## src/rtl/short_circuit_unit.sv

```systemverilog
// short_circuit_unit: EX-stage forwarding selector for a 5-stage MIPS pipeline.
//
// Compares the rs/rt of the instruction in EX against the destination registers
// of the EX/MEM and MEM/WB instructions that will write back. It drives the ALU
// operand muxes combinationally and keeps two saturating event counters for debug.
//
// Ports:
//   i_clk            clock; the counters update on its rising edge
//   i_reset          asynchronous active-low reset (clears the counters only)
//   i_ex_mem_wb      EX/MEM instruction writes the register file
//   i_mem_wb_wb      MEM/WB instruction writes the register file
//   i_id_ex_rs       rs of the instruction in EX
//   i_id_ex_rt       rt of the instruction in EX
//   i_ex_mem_addr    destination register held in EX/MEM
//   i_mem_wb_addr    destination register held in MEM/WB
//   o_sc_data_a_src  operand-A select: 00 = ID/EX, 01 = MEM/WB, 10 = EX/MEM
//   o_sc_data_b_src  operand-B select, same encoding, driven from rt
//   o_fwd_ex_cnt     cycles in which either select was 10 (saturating)
//   o_fwd_wb_cnt     cycles in which either select was 01 (saturating)
module short_circuit_unit #(
  parameter int unsigned MEM_ADDR_SIZE = 5,
  parameter int unsigned CNT_WIDTH     = 16
) (
  input  logic                     i_clk,
  input  logic                     i_reset,
  input  logic                     i_ex_mem_wb,
  input  logic                     i_mem_wb_wb,
  input  logic [4:0]               i_id_ex_rs,
  input  logic [4:0]               i_id_ex_rt,
  input  logic [MEM_ADDR_SIZE-1:0] i_ex_mem_addr,
  input  logic [MEM_ADDR_SIZE-1:0] i_mem_wb_addr,
  output logic [1:0]               o_sc_data_a_src,
  output logic [1:0]               o_sc_data_b_src,
  output logic [CNT_WIDTH-1:0]     o_fwd_ex_cnt,
  output logic [CNT_WIDTH-1:0]     o_fwd_wb_cnt
);

  localparam int unsigned CmpW = (MEM_ADDR_SIZE > 5) ? MEM_ADDR_SIZE : 5;

  localparam logic [1:0] SrcIdEx  = 2'b00;
  localparam logic [1:0] SrcMemWb = 2'b01;
  localparam logic [1:0] SrcExMem = 2'b10;

  // Zero-extend everything to a common width so a wider destination address with
  // upper bits set can never alias onto a 5-bit register number.
  logic [CmpW-1:0] rs_ext, rt_ext, ex_mem_addr_ext, mem_wb_addr_ext;

  assign rs_ext          = CmpW'(i_id_ex_rs);
  assign rt_ext          = CmpW'(i_id_ex_rt);
  assign ex_mem_addr_ext = CmpW'(i_ex_mem_addr);
  assign mem_wb_addr_ext = CmpW'(i_mem_wb_addr);

  logic a_hit_ex, a_hit_wb, b_hit_ex, b_hit_wb;

  assign a_hit_ex = i_ex_mem_wb && (rs_ext == ex_mem_addr_ext);
  assign a_hit_wb = i_mem_wb_wb && (rs_ext == mem_wb_addr_ext);
  assign b_hit_ex = i_ex_mem_wb && (rt_ext == ex_mem_addr_ext);
  assign b_hit_wb = i_mem_wb_wb && (rt_ext == mem_wb_addr_ext);

  // EX/MEM holds the younger result, so it takes priority over MEM/WB.
  always_comb begin
    o_sc_data_a_src = SrcIdEx;
    o_sc_data_b_src = SrcIdEx;
    if (a_hit_ex) begin
      o_sc_data_a_src = SrcExMem;
    end else if (a_hit_wb) begin
      o_sc_data_a_src = SrcMemWb;
    end
    if (b_hit_ex) begin
      o_sc_data_b_src = SrcExMem;
    end else if (b_hit_wb) begin
      o_sc_data_b_src = SrcMemWb;
    end
  end

  // Event counters: at most one increment per cycle, saturating at all-ones.
  logic                 any_ex, any_wb;
  logic [CNT_WIDTH-1:0] fwd_ex_cnt_d, fwd_ex_cnt_q;
  logic [CNT_WIDTH-1:0] fwd_wb_cnt_d, fwd_wb_cnt_q;

  assign any_ex = (o_sc_data_a_src == SrcExMem) || (o_sc_data_b_src == SrcExMem);
  assign any_wb = (o_sc_data_a_src == SrcMemWb) || (o_sc_data_b_src == SrcMemWb);

  always_comb begin
    fwd_ex_cnt_d = fwd_ex_cnt_q;
    fwd_wb_cnt_d = fwd_wb_cnt_q;
    if (any_ex && (fwd_ex_cnt_q != '1)) begin
      fwd_ex_cnt_d = fwd_ex_cnt_q + 1'b1;
    end
    if (any_wb && (fwd_wb_cnt_q != '1)) begin
      fwd_wb_cnt_d = fwd_wb_cnt_q + 1'b1;
    end
  end

  always_ff @(posedge i_clk or negedge i_reset) begin
    if (!i_reset) begin
      fwd_ex_cnt_q <= '0;
      fwd_wb_cnt_q <= '0;
    end else begin
      fwd_ex_cnt_q <= fwd_ex_cnt_d;
      fwd_wb_cnt_q <= fwd_wb_cnt_d;
    end
  end

  assign o_fwd_ex_cnt = fwd_ex_cnt_q;
  assign o_fwd_wb_cnt = fwd_wb_cnt_q;

endmodule

```

## config.mk

```make
export PLATFORM = sky130hd
export DESIGN_NAME = short_circuit_unit
export DESIGN_NICKNAME = d
export VERILOG_FILES = /design/src/rtl/short_circuit_unit.sv
export SDC_FILE = /design/constraint.sdc
export NUM_CORES = 1
export LEC_CHECK = 0
export CORE_MARGIN = 2
export CORE_UTILIZATION = 62
export DETAILED_ROUTE_END_ITERATION = 10
export DONT_BUFFER_PORTS = 1
export PLACE_DENSITY = 0.78
export SYNTH_ARGS = -nofsm -noshare
export SYNTH_HDL_FRONTEND = slang
export SYNTH_SLANG_ARGS = --single-unit
```

## constraint.sdc

```tcl
create_clock -name i_clk -period 2.4 [get_ports i_clk]
set_clock_uncertainty 0.1 [all_clocks]
set_input_delay 0.36 -clock i_clk [delete_from_list [all_inputs] [get_ports i_clk]]
set_output_delay 0.36 -clock i_clk [all_outputs]
set_load 0.03 [all_outputs]
```

==> metrics, run 1 <==
status=complete, no violations; clk sinks=32; Slew Viols, Final=0; Max Root-Sink Buffers=2; Worst Hold Class=in -> reg; Net Count, Synth=just over 200; diodes inserted=0; Synth Area in Compound Gates=3.93%; Pre-antenna DRT Iters=4; standard-cell rows=19; fin nets=approximately 230; crit path cell chain=nand3_1 -> nor3_1 -> nand2_1 -> a21oi_1 -> a31oi_1 -> a41oi_1; area delta synth->final=13.7%; drt total wl=3790 um; Worst setup SP type=flop; Seq cells post-synth=32; slowest cell on the critical path=dfrtp_1; worst slew pin tran=just over 400 ps; CTS buffer count=5; Setup Slack @ Placement=302 ps; Placed Area=0.00206 sq mm; WP data required=2540 ps; Core Box Area=0.00281 sq mm; CP Max Fanout=4; WS Path Type=reg -> reg; worst relative slew slack=between 70% and 80%; reg2reg path depth=6; footprint of the multi-input gates=0.00102 sq mm; adder-cell share of the synthesized area=approximately 1.3%; Synth Cell Area=0.00188 sq mm; Initial Utilization=66.9%; drt drc=0; Bufs and invs on worst path=0; combinational fraction of design power=about 28%; Syn Area/Cell=approximately 11 sq um; via count=1419; Peak Freq=slightly below 500 MHz; power per cell area=about 600 mW/mm^2; Critical Path Stages=6; most frequent cells after synthesis=32 x dfrtp_1, 25 x xnor2_1, 21 x xor2_1; WP data arrival=2150 ps; largest cells by area after synthesis=dfrtp_1 43%, xnor2_1 12%, xor2_1 9.8%; Avg WL per Cell=16.1 um; final setup fails=0; final setup margin=just under 400 ps; GRT overflow=0; largest family of logic cells by synthesized area=simple AND/OR/NAND/NOR gates; die area=0.00348 sq mm; area share of the largest cell type after synthesis=42.7%; source of the worst hold timing path=i_ex_mem_wb; Worst VDD drop=510 uV; # H-tree levels=2; Post-Route Utilization=around three quarters; clock transition at the registers of the reported paths=roughly 90 ps; net switching power figure=0.000446 W; Power Internal=0.000828 W; Die Ht=59.0 um; Post-Synth XOR/XNOR Area=21.5%; FF/Latch Area=between 800 and 900 sq um; final setup TNS=0 ps; maxcap violations=0; ys async rst share=100%; first-pass GRT wire length=6300 um; minimum clock period=2010 ps; vias per inst=around 6.0; largest net degree at the start of global routing=33; Cells after Synth=about 180; Post-Synth Simple-Gate Area=25.1%; crit end category=flop; Largest delay share family, worst path=simple AND/OR/NAND/NOR gates; P_leak=0.977 nW; Initial DRC Count=67; sequential area share after synthesis=42.7%; Ys Warns=0; Die X=59.0 um; switching share of total power=35.0%; Hold EP=o_fwd_ex_cnt[0]; CTS tree=yes; vias in the first global route=1470; Hold Violations, Final=0; fin area=0.00213 sq mm; Cell variety after synth=33; number of synthesized flops with an enable pin=0; GRT Overall Usage=between 20% and 30%; multiplexer area fraction after synthesis=2.40%; initial antenna violation count=0; Sequential Power Share=50.2%; IO buf count=0; top_reg_cell synth=dfrtp_1; share of cells above drive strength 1=around a quarter; Ports=60; Post-DRT Antenna Nets=0; top-count cell post-synth=dfrtp_1; Hold Path Stages=3; # fillers=200; root buf cell=clkbuf_4; flop-to-flop setup slack=390 ps; area leader, netlist=dfrtp_1; Final period util=83.8%; DP HPWL=2930 um; clk_lat worst skew=330 ps; RSZ-0062 raised after global routing=no; reg-to-reg endpoint=o_fwd_ex_cnt[14]; CP Launch Point=o_fwd_ex_cnt[7]; part of the power in the clock network=~22%; Routability Congestion=0.888; Critical R2R Launch=o_fwd_ex_cnt[7]; critical path's largest stage delay=580 ps
[per-layer routing]
metal  track usage (%)  routed length, um
met1              26.8               1500
met2              42.2               1960
met3              7.64                282
met4              11.7                 53
met5                 0                  0
[power by group through the flow]
stage,Sequential [W],Combinational [W],Clock [W]
after floorplan,0.000757,0.000119,0
after global routing,0.000648,0.000386,0.000310
after CTS,0.000641,0.000354,0.000291
after detailed placement,0.000652,0.000337,0
final,0.000640,0.000351,0.000283
after global placement,0.000644,0.000326,0
[sequential cells by signal (all words and copies together), names as in the netlist]
signal / flops
o_fwd_ex_cnt: 16
o_fwd_wb_cnt: 16
[per-stage QoR]
step	total power (W)	hold WS, ps	instances
floorplan	0.000876	-35.6	177
global placement	0.000970	-35.0	227
detailed placement	0.000990	-35.0	227
CTS	0.00129	306	236
global route	0.00134	346	236
finish	0.00127	314	236
[tightest hold or removal path, stage by stage]
cell,delay [ps]
nand3_2,90
a21oi_4,120
xor2_1,130
[layout make-up]
cell class              count  area share, %
clock inverters             1          0.235
well taps                  31           1.82
multi-input cells         136           47.7
inverters                   3          0.528
repair buffers             27           10.2
clock buffers               6           1.94
flip-flops and latches     32           37.5
[worst max path at each step]
stage,end,slack [ps]
detailed placement,o_fwd_ex_cnt[1],300
CTS,o_fwd_ex_cnt[1],390
floorplan,o_fwd_wb_cnt[1],250
global placement,o_fwd_ex_cnt[1],350
global route,o_fwd_ex_cnt[14],180
finish,o_fwd_ex_cnt[14],390
[cells by family after synthesis]
group / count (synthesis)
buffers and inverters: 9
XOR/XNOR: 46
adder cells (fa/ha/maj): 2
multiplexers: 4
flip-flops: 32
AND/OR/NAND/NOR: 77
AO/OA/AOI/OAI: 7
[timing repair]
action / 4_1_cts / 5_1_grt
endpoints found under the hold margin: 32 / 0
resized for setup: 0 / 0
setup buffers: 0 / 0
hold buffers: 2 / 0
[cell usage in the layout, fill, tap and decap left out, types with 2 or more instances in the layout]
cell type  instances
a311oi_2           2
and3_1             6
and4_1             2
buf_4             25
clkbuf_4           5
dfrtp_1           32
ha_1               2
inv_1              3
mux2_1             3
nand2_1           12
nand3_1           18
nand4_1           11
nor2_1            11
nor2b_1            2
nor3_1             2
nor3b_2            4
nor4_2             2
nor4b_2            2
xnor2_1           25
xor2_1            21
No activity file was read; power rests on OpenSTA's default activity.
==> run 2: changes to the inputs <==
Settings changed: CORE_UTILIZATION 62 to 56, PLACE_DENSITY 0.78 to 0.74.
Clock period 2.4 ns to 1.7 ns, I/O delays scaled along.
==> metrics, run 2 (synthesized netlist as in run 1, its figures left out) <==
Hold Violations, Final=0; share of cells above drive strength 1=53.8%; WP data arrival=around 1900 ps; maxcap violations=0; clock transition at the registers of the reported paths=approximately 90 ps; clk_lat worst skew=around 340 ps; Avg WL per Cell=around 18 um; area delta synth->final=43.1%; first-pass GRT wire length=between 7000 and 8000 um; switching share of total power=35.5%; CP Max Fanout=3; final total power=0.00210 W; Worst VDD drop=617 uV; critical path's largest stage delay=420 ps; Placed Area=0.00245 sq mm; Post-Layout Cell Count=286; worst relative slew slack=73.8%; Power Internal=0.00135 W; vias in the first global route=1731; Setup Slack @ Placement=-312 ps; GRT overflow=0; status=complete, but fails checks; # H-tree levels=2; RSZ-0062 raised after global routing=yes; combinational fraction of design power=33.7%; crit end category=flop; slowest cell on the critical path=dfrtp_2; Hold Path Stages=3; CTS tree=yes; Post-DRT Antenna Nets=0; Pre-antenna DRT Iters=4; fin nets=265; GRT Overall Usage=around 28%; WS Path Type=reg -> reg; reg2reg path depth=6; P_leak=1.20 nW; Routability Congestion=0.802; Initial DRC Count=91; CTS buffer count=5; Hold EP=o_fwd_ex_cnt[12]; Initial Utilization=about 57%; largest net degree at the start of global routing=33; initial antenna violation count=0; Critical R2R Launch=o_fwd_wb_cnt[0]; Die X=61.9 um; IO buf count=0; most frequent cells in the layout=55 x buf_4, 21 x xor2_1, 20 x xnor2_1, 17 x dfrtp_1, 15 x dfrtp_2; minimum clock period=1810 ps; drt total wl=5020 um; power per cell area=roughly 800 mW/mm^2; Sequential Power Share=44.1%; failing checks=setup timing; worst slew pin tran=390 ps; diodes inserted=0; die area=0.00383 sq mm; part of the power in the clock network=22.2%; fin area=0.00269 sq mm; clk sinks=32; drt drc=0; Worst setup SP type=flop; # fillers=189; Max Root-Sink Buffers=2; CP Launch Point=o_fwd_wb_cnt[0]; Slew Viols, Final=0; standard-cell rows=21; via count=1633; Final period util=106%; WP data required=1810 ps; crit path cell chain=ha_4 -> nand3_4 -> nor3_2 -> nand4_1 -> nor2b_2 -> mux2_1; final setup margin=-109 ps; source of the worst hold timing path=i_ex_mem_wb; Post-Route Utilization=approximately four fifths; final setup fails=15; Ports=60; DP HPWL=3530 um; Die Ht=61.9 um; most common cell after layout, fill and taps aside=buf_4; root buf cell=clkbuf_4; net switching power figure=0.000744 W; flop-to-flop setup slack=-110 ps; Post-Place Cells=274; Core Box Area=approximately 0.0033 sq mm; Peak Freq=553 MHz; Worst Hold Class=in -> reg; vias per inst=5.71; reg-to-reg endpoint=o_fwd_wb_cnt[1]
## run 2: cell types whose count changed in the layout (fill, tap and decap cells not counted), moves of 5 or more
cell and delta:
dfrtp_1 -15, buf_4 +30, dfrtp_2 +15, nand3_1 -7, nor2_1 -6, nand3_2 +6
xnor2_1 -5, xnor2_2 +5
## run 2: how the worst max path moves through the flow
stage                                  to  slack, ps  cells past startpoint
after floorplan           o_fwd_wb_cnt[1]       -200                      6
after global placement    o_fwd_ex_cnt[1]       -250                      6
after detailed placement  o_fwd_ex_cnt[1]       -310                      6
after CTS                 o_fwd_ex_cnt[1]         -7                      6
after global routing      o_fwd_wb_cnt[7]       -160                      8
final                     o_fwd_wb_cnt[1]       -110                      6
## run 2: layer usage
layer | part of all wire (%) | wire [um] | track usage (%)
met5 | 0 | 0 | 0
met3 | 5.0 | 249 | 9.73
met1 | 37 | 1850 | 29.7
met2 | 55 | 2780 | 50.4
met4 | 2.7 | 138 | 12.8
## run 2: repair_timing
item,4_1_cts,5_1_grt
pin swaps,6,9
endpoints found under the hold margin,32,0
gates resized for setup,14,11
buffers inserted,3,0
setup endpoints to repair,22,30
hold buffers,2,0
## run 2: worst max-delay path: cells and delay by family (launching register included)
kind / cells / cell delay, ps
adders and majority gates: 1 / 170
and+or+nand+nor: 4 / 680
muxes: 1 / 320
DFF: 1 / 420
## run 2: power by group through the flow
stage          sequential (W)  clock (W)  combinational, W
2_1_floorplan         0.00109          0          0.000208
3_3_place_gp         0.000906          0          0.000585
3_5_place_dp         0.000914          0          0.000608
4_1_cts              0.000918   0.000469          0.000665
5_1_grt              0.000930   0.000507          0.000748
6_report             0.000923   0.000465          0.000707
## run 2: cell type report
cell class	count	area, sq um	area share, %
clock buffers	8	58.8	2.19
well taps	46	57.6	2.14
inverters	3	15.0	0.559
repair buffers	61	497	18.5
flip-flops and latches	32	820	30.5
multi-input cells	136	1240	46.1
## run 2: metrics by stage
step | hold WS, ps | setup TNS, ps
2_1_floorplan | -141 | -3770
3_3_place_gp | -140 | -4700
3_5_place_dp | -140 | -6610
4_1_cts | 245 | -6.52
5_1_grt | 214 | -2050
6_report | 203 | -785
==> run 3: changes to the inputs <==
Settings changed: REMOVE_ABC_BUFFERS set to 1.
==> metrics, run 3 (synthesized netlist as in run 1, its figures left out) <==
final setup margin=-83.4 ps; worst relative slew slack=about two thirds; largest net degree at the start of global routing=33; CTS tree=yes; drt drc=0; IO buf count=0; CP Max Fanout=7; Final period util=105%; Max Root-Sink Buffers=2; GRT overflow=0; Peak Freq=561 MHz; Die Ht=61.9 um; first-pass GRT wire length=between 7000 and 8000 um; Post-DRT Antenna Nets=0; Initial DRC Count=91; # H-tree levels=2; WS Path Type=in -> reg; Ports=60; fin area=0.00277 sq mm; share of cells above drive strength 1=51.2%; flop-to-flop setup slack=-80 ps; Die X=61.9 um; final setup fails=20; clock transition at the registers of the reported paths=100 ps; minimum clock period=1780 ps; power per cell area=811 mW/mm^2; failing checks=setup timing; Initial Utilization=57.1%; slowest cell on the critical path=nor4_2; WP data required=1850 ps; DP HPWL=between 3000 and 4000 um; vias in the first global route=around 1800; Worst Hold Class=in -> reg; via count=1734; crit end category=flop; area delta synth->final=47.6%; Pre-antenna DRT Iters=4; Worst setup SP type=input port; clk sinks=32; status=complete, but fails checks; Post-Route Utilization=about 84%; Routability Congestion=0.788; fin nets=271; diodes inserted=0; maxcap violations=0; vias per inst=5.94; GRT Overall Usage=slightly below 30%; WP data arrival=1930 ps; worst slew pin tran=491 ps; Hold Violations, Final=0; most common cell after layout, fill and taps aside=buf_4; initial antenna violation count=0; standard-cell rows=21; most frequent cells in the layout=55 x buf_4, 32 x dfrtp_1, 23 x xnor2_1, 17 x xor2_1, 12 x nand3_1; CTS buffer count=5; Core Box Area=0.00328 sq mm; clk_lat worst skew=340 ps; critical path's largest stage delay=480 ps; # fillers=roughly 170; Worst VDD drop=801 uV; P_leak=1.25 nW; RSZ-0062 raised after global routing=yes; drt total wl=5900 um; Avg WL per Cell=between 20 and 25 um; Placed Area=0.00230 sq mm; die area=0.00383 sq mm; root buf cell=clkbuf_4; Slew Viols, Final=0; crit path cell chain=xor2_1 -> nor4_2 -> nand3_2 -> a21oi_4 -> buf_12 -> nand4_1 -> xnor2_1
==> run 3: timing repair <==
action | 4_1_cts | 5_1_grt
resized for setup | 29 | 33
endpoints found under the hold margin | 32 | 0
pin swaps | 10 | 19
hold buffers | 2 | 0
cloned | 1 | 0
endpoints found under the setup margin | 30 | 34
buffers inserted | 6 | 6
==> run 3: through the flow <==
stage	std cells	TNS, ps	worst slack [ps]	hold WS [ps]	power [W]
after floorplan	171	-8080	-439	-141	0.00123
after global placement	270	-3830	-214	-140	0.00141
after detailed placement	270	-6800	-325	-140	0.00144
after CTS	287	-268	-55.3	234	0.00212
after global routing	292	-2380	-190	211	0.00235
final	292	-760	-83.4	226	0.00225
==> run 3: layer usage <==
layer | wire length, um | share of wire, % | vias up | GRT usage, %
li1 | - | - | 750 | -
met1 | 2070 | 35 | 869 | 28.4
met2 | 3220 | 54 | 89 | 50.7
met3 | 389 | 6.6 | 26 | 11.6
met4 | 225 | 3.8 | 0 | 18.2
met5 | 0 | 0 | - | 0
==> run 3: worst max-delay path: cells and delay by family <==
kind / cells / cell delay [ps]
simple gates: 3 / 860
xor+xnor: 2 / 380
buf+inv: 1 / 150
compound gates: 1 / 260
==> run 3: worst paths after layout <==
kind	startpoint	to	cells past startpoint
min	i_ex_mem_wb	o_fwd_ex_cnt[12]	3
max reg2reg	o_fwd_wb_cnt[1]	o_fwd_wb_cnt[3]	9
min reg2reg	o_fwd_wb_cnt[15]	o_fwd_wb_cnt[15]	2
min in group asynchronous	i_reset	o_fwd_wb_cnt[9]	2
max	i_ex_mem_addr[0]	o_fwd_ex_cnt[15]	7
max in group asynchronous	i_reset	o_fwd_wb_cnt[15]	2
==> run 3: layout make-up <==
type | instances | area, sq um | share of cell area [%]
inverter | 3 | 15.0 | 0.542
sequential | 32 | 801 | 28.9
multi-input combinational | 136 | 1240 | 44.8
clock buffer | 6 | 41.3 | 1.49
timing repair buffer | 67 | 581 | 21.0
clock inverter | 2 | 35.0 | 1.26
tap | 46 | 57.6 | 2.08
==> run 3: power by group <==
| group | internal (W) | switching (W) |
|---|---|---|
| Combinational | 0.000359 | 0.000419 |
| Sequential | 0.000832 | 0.0000495 |
| Clock | 0.000308 | 0.000277 |
